==> config.mk <==
export PLATFORM = sky130hd
export DESIGN_NAME = cs_sequencer
export DESIGN_NICKNAME = d
export VERILOG_FILES = /design/src/rtl/cs_sequencer_pkg.sv /design/src/rtl/cs_sequencer_branch_cond.sv /design/src/rtl/cs_sequencer.sv
export SDC_FILE = /design/constraint.sdc
export NUM_CORES = 1
export LEC_CHECK = 0
export BUFFER_PORTS_ARGS = -buffer_cell sky130_fd_sc_hd__buf_2
export CORE_ASPECT_RATIO = 1.4
export CORE_UTILIZATION = 45
export DETAILED_ROUTE_END_ITERATION = 10
export GPL_TIMING_DRIVEN = 0
export HOLD_SLACK_MARGIN = 0.12
export MAX_ROUTING_LAYER = met4
export PLACE_DENSITY = 0.81
export SKIP_CTS_REPAIR_TIMING = 1
export SYNTH_ARGS = -nofsm -noshare
export SYNTH_HDL_FRONTEND = slang
export SYNTH_SLANG_ARGS = --single-unit
==> constraint.sdc <==
create_clock -name CSADDRESS_CLOCK_50 -period 2.25 [get_ports CSADDRESS_CLOCK_50]
set_clock_uncertainty 0.15 [all_clocks]
set_input_delay 0.45 -clock CSADDRESS_CLOCK_50 [delete_from_list [all_inputs] [get_ports CSADDRESS_CLOCK_50]]
set_output_delay 0.45 -clock CSADDRESS_CLOCK_50 [all_outputs]
set_load 0.03 [all_outputs]
==> src/rtl/cs_sequencer_pkg.sv <==
// Shared encodings and defaults for the control-store sequencer.
package cs_sequencer_pkg;

    localparam int          CS_AW_DEF     = 11;
    localparam logic [10:0] TRAP_ADDR_DEF = 11'd2047;

    // Sequencer FSM states
    typedef enum logic [1:0] {
        ST_RUN      = 2'd0,
        ST_MEM_WAIT = 2'd1,
        ST_TRAP     = 2'd2
    } seq_state_t;

    // Branch condition field of the microword
    typedef enum logic [2:0] {
        COND_NEXT   = 3'b000,
        COND_N      = 3'b001,
        COND_Z      = 3'b010,
        COND_V      = 3'b011,
        COND_C      = 3'b100,
        COND_IR13   = 3'b101,
        COND_ALWAYS = 3'b110,
        COND_DECODE = 3'b111
    } cond_t;

    // Next-address select presented to the address mux
    typedef enum logic [1:0] {
        SEL_NEXT   = 2'b00,
        SEL_JUMP   = 2'b01,
        SEL_DECODE = 2'b10
    } sel_t;

    // Latched ALU flags, bit order {N,Z,V,C}
    typedef struct packed {
        logic n;
        logic z;
        logic v;
        logic c;
    } flags_t;

endpackage

==> src/rtl/cs_sequencer_branch_cond.sv <==
// Combinational branch decision: condition code + registered flags + IR13 -> select.
module cs_branch_cond
    import cs_sequencer_pkg::*;
(
    input  logic [2:0] cond,
    input  flags_t     flags,
    input  logic       ir13,
    output sel_t       sel
);

    // Map each condition code to next/jump/decode
    always_comb begin
        sel = SEL_NEXT;
        case (cond)
            COND_NEXT:   sel = SEL_NEXT;
            COND_N:      sel = flags.n ? SEL_JUMP : SEL_NEXT;
            COND_Z:      sel = flags.z ? SEL_JUMP : SEL_NEXT;
            COND_V:      sel = flags.v ? SEL_JUMP : SEL_NEXT;
            COND_C:      sel = flags.c ? SEL_JUMP : SEL_NEXT;
            COND_IR13:   sel = ir13    ? SEL_JUMP : SEL_NEXT;
            COND_ALWAYS: sel = SEL_JUMP;
            COND_DECODE: sel = SEL_DECODE;
            default:     sel = SEL_NEXT;
        endcase
    end

endmodule

==> src/rtl/cs_sequencer.sv <==
// Control-store next-address sequencer with memory-wait hold and timeout trap.
module cs_sequencer
    import cs_sequencer_pkg::*;
#(
    parameter int                             DATAWIDTH_CSADDRESS = CS_AW_DEF,
    parameter int                             TIMEOUT_CYCLES      = 255,
    parameter logic [DATAWIDTH_CSADDRESS-1:0] TRAP_ADDRESS        = TRAP_ADDR_DEF
) (
    input  logic                           CSADDRESS_CLOCK_50,
    input  logic                           CSADDRESS_ResetInHigh_In,
    input  logic [DATAWIDTH_CSADDRESS-1:0] CSSEQ_CurrentAddress_InBus,
    input  logic [DATAWIDTH_CSADDRESS-1:0] CSSEQ_JumpField_InBus,
    input  logic [2:0]                     CSSEQ_Cond_InBus,
    input  logic [3:0]                     CSSEQ_Flags_InBus,
    input  logic                           CSSEQ_FlagsLoad_In,
    input  logic                           CSSEQ_IR13_In,
    input  logic                           CSSEQ_MemReq_In,
    input  logic                           CSSEQ_MemAck_In,
    output logic [1:0]                     CSSEQ_Tipo_OutBus,
    output logic [DATAWIDTH_CSADDRESS-1:0] CSSEQ_JumpAddress_OutBus,
    output logic                           CSSEQ_MemStrobe_Out,
    output logic [3:0]                     CSSEQ_Flags_OutBus,
    output logic                           CSSEQ_Timeout_Out
);

    // Counter reload: the RUN cycle that raises the request is the first hold
    // cycle, so MEM_WAIT covers the remaining TIMEOUT_CYCLES-1.
    localparam logic [7:0] CNT_LOAD = 8'(TIMEOUT_CYCLES - 1);

    seq_state_t state_q, state_d;
    logic [7:0] wait_cnt_q, wait_cnt_d;
    flags_t     flags_q;
    logic       timeout_q;
    logic       timeout_set;
    sel_t       br_sel;
    sel_t       sel;
    logic       strobe;
    logic [DATAWIDTH_CSADDRESS-1:0] jaddr;

    cs_branch_cond u_branch_cond (
        .cond  (CSSEQ_Cond_InBus),
        .flags (flags_q),
        .ir13  (CSSEQ_IR13_In),
        .sel   (br_sel)
    );

    // Flag register: branches only ever see the registered value
    always_ff @(posedge CSADDRESS_CLOCK_50 or posedge CSADDRESS_ResetInHigh_In) begin
        if (CSADDRESS_ResetInHigh_In)
            flags_q <= '0;
        else if (CSSEQ_FlagsLoad_In)
            flags_q <= flags_t'(CSSEQ_Flags_InBus);
    end

    // FSM state, wait counter and sticky timeout
    always_ff @(posedge CSADDRESS_CLOCK_50 or posedge CSADDRESS_ResetInHigh_In) begin
        if (CSADDRESS_ResetInHigh_In) begin
            state_q    <= ST_RUN;
            wait_cnt_q <= '0;
            timeout_q  <= 1'b0;
        end else begin
            state_q    <= state_d;
            wait_cnt_q <= wait_cnt_d;
            if (timeout_set)
                timeout_q <= 1'b1;
        end
    end

    // Next-state and Mealy output decode
    always_comb begin
        state_d     = state_q;
        wait_cnt_d  = wait_cnt_q;
        timeout_set = 1'b0;
        sel         = SEL_NEXT;
        jaddr       = CSSEQ_JumpField_InBus;
        strobe      = 1'b0;
        case (state_q)
            ST_RUN: begin
                if (CSSEQ_MemReq_In && !CSSEQ_MemAck_In) begin
                    // hold the current microword until memory answers
                    strobe     = 1'b1;
                    sel        = SEL_JUMP;
                    jaddr      = CSSEQ_CurrentAddress_InBus;
                    wait_cnt_d = CNT_LOAD;
                    state_d    = ST_MEM_WAIT;
                end else begin
                    // no access, or zero-wait access completes now
                    sel    = br_sel;
                    strobe = CSSEQ_MemReq_In;
                end
            end
            ST_MEM_WAIT: begin
                if (CSSEQ_MemAck_In) begin
                    // ack wins even on the cycle the counter hits zero
                    sel        = br_sel;
                    strobe     = 1'b1;
                    wait_cnt_d = '0;
                    state_d    = ST_RUN;
                end else if (wait_cnt_q != '0) begin
                    strobe     = 1'b1;
                    sel        = SEL_JUMP;
                    jaddr      = CSSEQ_CurrentAddress_InBus;
                    wait_cnt_d = wait_cnt_q - 8'd1;
                end else begin
                    // give up on the access and vector to the trap routine
                    sel         = SEL_JUMP;
                    jaddr       = TRAP_ADDRESS;
                    timeout_set = 1'b1;
                    state_d     = ST_TRAP;
                end
            end
            ST_TRAP: begin
                // one cycle to let the trap routine start; MemReq ignored
                sel     = SEL_NEXT;
                state_d = ST_RUN;
            end
            default: begin
                state_d = ST_RUN;
            end
        endcase
    end

    // Strobe is forced low while reset is asserted so an in-flight access
    // is abandoned immediately.
    assign CSSEQ_MemStrobe_Out      = strobe & ~CSADDRESS_ResetInHigh_In;
    assign CSSEQ_Tipo_OutBus        = sel;
    assign CSSEQ_JumpAddress_OutBus = jaddr;
    assign CSSEQ_Flags_OutBus       = flags_q;
    assign CSSEQ_Timeout_Out        = timeout_q;

endmodule

==> impl_metrics.json <==
{
  "holdPathEnd": "CSSEQ_Flags_OutBus[3]",
  "placementRows": 20,
  "critical_path.reg2reg.startpoint": "wait_cnt_q[1]",
  "cts_root_buffer": "clkbuf_4",
  "post-route-min-period_ns": 2.51,
  "rr_worst_depth": 7,
  "port_buffers": 53,
  "syn_area_per_cell_um2": 8.79,
  "track_usage_pct": 21.1,
  "die_x_um": 42.9,
  "coreArea_um2": 2200,
  "synth_top_family_by_area": "simple AND/OR/NAND/NOR gates",
  "cts.path.max_buffers": 2,
  "critical_path_arrival_ns": 1.91,
  "path_class": "reg -> out",
  "dr.pass1.iters": 4,
  "synth_top_cell_by_area": "dfrtp_1",
  "cts_buffers": 3,
  "r2r-end": "wait_cnt_q[1]",
  "ys.warnings.count": 0,
  "p_leak_nw": 0.801,
  "synth-compound-area-share_pct": 17.4,
  "power_density_nw_per_um2": 540,
  "hold_viol_final": 0,
  "grt_max_degree": 16,
  "critical_path.max_stage_delay_ns": 0.40,
  "die_h_um": 59.3,
  "max_cap_violations": 0,
  "seq_area_frac_synth_pct": 35.6,
  "synth_top_area_share_pct": 35.6,
  "drive_above_1_share_pct": 49.2,
  "end_kind": "output pin",
  "synth_xor_area_share_pct": 0,
  "dieArea_um2": 2540,
  "required_ns": 1.65,
  "syn_nets": 156,
  "rrSetupSlack_ns": 0.18,
  "num_antenna_cells": 0,
  "ys_ff_latch": 15,
  "final_cell_mix": "42 x buf_2, 22 x nand2_1, 15 x dfrtp_1, 15 x buf_6, 10 x o21ai_0",
  "status": "finished with violations",
  "fin_area_um2": 1580,
  "fin_nets": 224,
  "grt_overflow": 0,
  "clk_latency_ns": 0.29,
  "ant_nets": 0,
  "post-route-util_pct": 71.8,
  "hp-class": "in -> reg",
  "io_pins": 54,
  "drc": 0,
  "syn-cell-area_um2": 1050,
  "setup_violations": 12,
  "rsz0062_at_grt": "true",
  "start_util_pct": 47.9,
  "synth_area_leaders": "dfrtp_1 36%, nand2_1 7.8%, nand3_1 4.7%",
  "tns_ns": -2.87,
  "stdcell_count": 209,
  "layout_setup_ws_ns": -0.257,
  "relSlewSlack_pct": 61.7,
  "synthFlopType": "dfrtp_1",
  "synth.distinct_cells": 34,
  "fin_crit_sh_pct": 111,
  "tightestPinTransition_ns": 0.573,
  "fmax_mhz": 399,
  "yosys.area_share.simple_pct": 32.5,
  "hp-start": "CSSEQ_Flags_InBus[3]",
  "slew_viol_final": 0,
  "hpwl_um": 2060,
  "synthMuxAreaShare_pct": 7.35,
  "ys_async_sr_fraction_pct": 100,
  "num_vias": 1169,
  "grt_pass1_vias": 1016,
  "cp_slowest_cell": "dfrtp_1",
  "synth_edf_count": 0,
  "max-vdd-ir-drop_mv": 0.407,
  "crit_top_cell": "buf_6",
  "synth_fa_ha_area_share_pct": 1.19,
  "viasPerCell": 5.59,
  "dpl_cell_area_um2": 1350,
  "violations": "setup timing",
  "worst_setup_path_start_kind": "flop",
  "syn_to_final_growth_pct": 49.9,
  "antenna_found_initial": 0,
  "grt_pass1_wl_um": 4020,
  "path_max_fanout": 8,
  "min_path_cells": 2,
  "syn_inst": 120,
  "drt-total-wl_um": 3000,
  "routedWlPerCell_um": 14.3,
  "path_clk_slew_ns": 0.10,
  "clkSinkCount": 15,
  "cp_cell_sequence": "inv_1 -> ha_2 -> nor4b_4 -> nand3_4 -> buf_6 -> nand3_1 -> buf_6",
  "dp_cells": 195,
  "gp_congestion": 0.883,
  "drt_iter0_drc": 38,
  "cts_tree": "built",
  "h-tree-depth": 1,
  "final_common_cell": "buf_2"
}
==> worst max-delay path by stage <==
| stage | start | to | slack (ns) | cells past startpoint |
|---|---|---|---|---|
| after CTS | wait_cnt_q[0] | CSSEQ_JumpAddress_OutBus[4] | -0.39 | 7 |
| after detailed placement | wait_cnt_q[0] | CSSEQ_JumpAddress_OutBus[4] | -0.06 | 7 |
| final | wait_cnt_q[1] | CSSEQ_JumpAddress_OutBus[9] | -0.26 | 7 |
| after floorplan | wait_cnt_q[0] | CSSEQ_JumpAddress_OutBus[0] | 0.14 | 6 |
| after global placement | wait_cnt_q[0] | CSSEQ_JumpAddress_OutBus[4] | -0.02 | 7 |
| after global routing | wait_cnt_q[0] | CSSEQ_JumpAddress_OutBus[10] | -0.32 | 7 |
==> power by group <==
group	internal, mW	total [mW]	switching [mW]
clock	0.0660	0.158	0.0921
combinational	0.156	0.346	0.190
sequential	0.305	0.350	0.0446
==> layer usage <==
layer / vias up / routed length (µm) / global-route usage, %
li1: 558 / - / -
met1: 559 / 1110 / 22.2
met2: 48 / 1670 / 39.4
met3: 4 / 191 / 2.74
met4: 0 / 27 / 7.59
met5: - / 0 / -
==> area by class of cell <==
class                           instances  area [µm²]
Clock inverter                          1        5.00
Fill cell                             178         621
Timing Repair Buffer                   63         418
Sequential cell                        15         375
Clock buffer                            3        22.5
Tap cell                               22        27.5
Buffer                                  4        38.8
Inverter                                8        30.0
Multi-Input combinational cell         93         664
==> Yosys cell counts, types with 2 or more instances <==
master	number
nand2_1	22
o22a_1	2
mux2_2	4
a22o_1	4
o211ai_1	2
nor3_1	5
inv_1	7
buf_6	2
buf_2	2
nand3_1	10
nor2_1	9
o2bb2ai_1	2
dfrtp_1	15
nand2b_1	3
o21ai_0	10
nor4b_4	2
mux2_1	2
==> worst max-delay path: cells and delay by family (launching register included) <==
family | cells | cell delay [ns]
adders and majority gates | 1 | 0.20
buffers and inverters | 3 | 0.40
DFF | 1 | 0.40
and+or+nand+nor | 3 | 0.62
==> cell families (layout without fill, tap and decap cells) <==
group           count (synthesis)  after routing
simple gates                   60             60
compound gates                 25             25
flops                          15             15
buf+inv                        12             79
mux                             7              7
fa+ha+maj                       1              1
==> flip-flops by register name, indices dropped and copies added, names as in the netlist <==
register / count
CSSEQ_Flags_OutBus: 4
CSSEQ_Timeout_Out: 1
state_q: 2
wait_cnt_q: 8
==> metrics by stage <==
stage / hold slack (ns) / power, mW / setup slack (ns)
floorplan: 0.201 / 0.551 / 0.139
global placement: 0.298 / 0.638 / -0.0183
detailed placement: 0.306 / 0.649 / -0.0605
CTS: 0.0726 / 0.806 / -0.394
global route: 0.229 / 0.901 / -0.318
finish: 0.248 / 0.854 / -0.257
No activity file was read; power rests on OpenSTA's default activity.
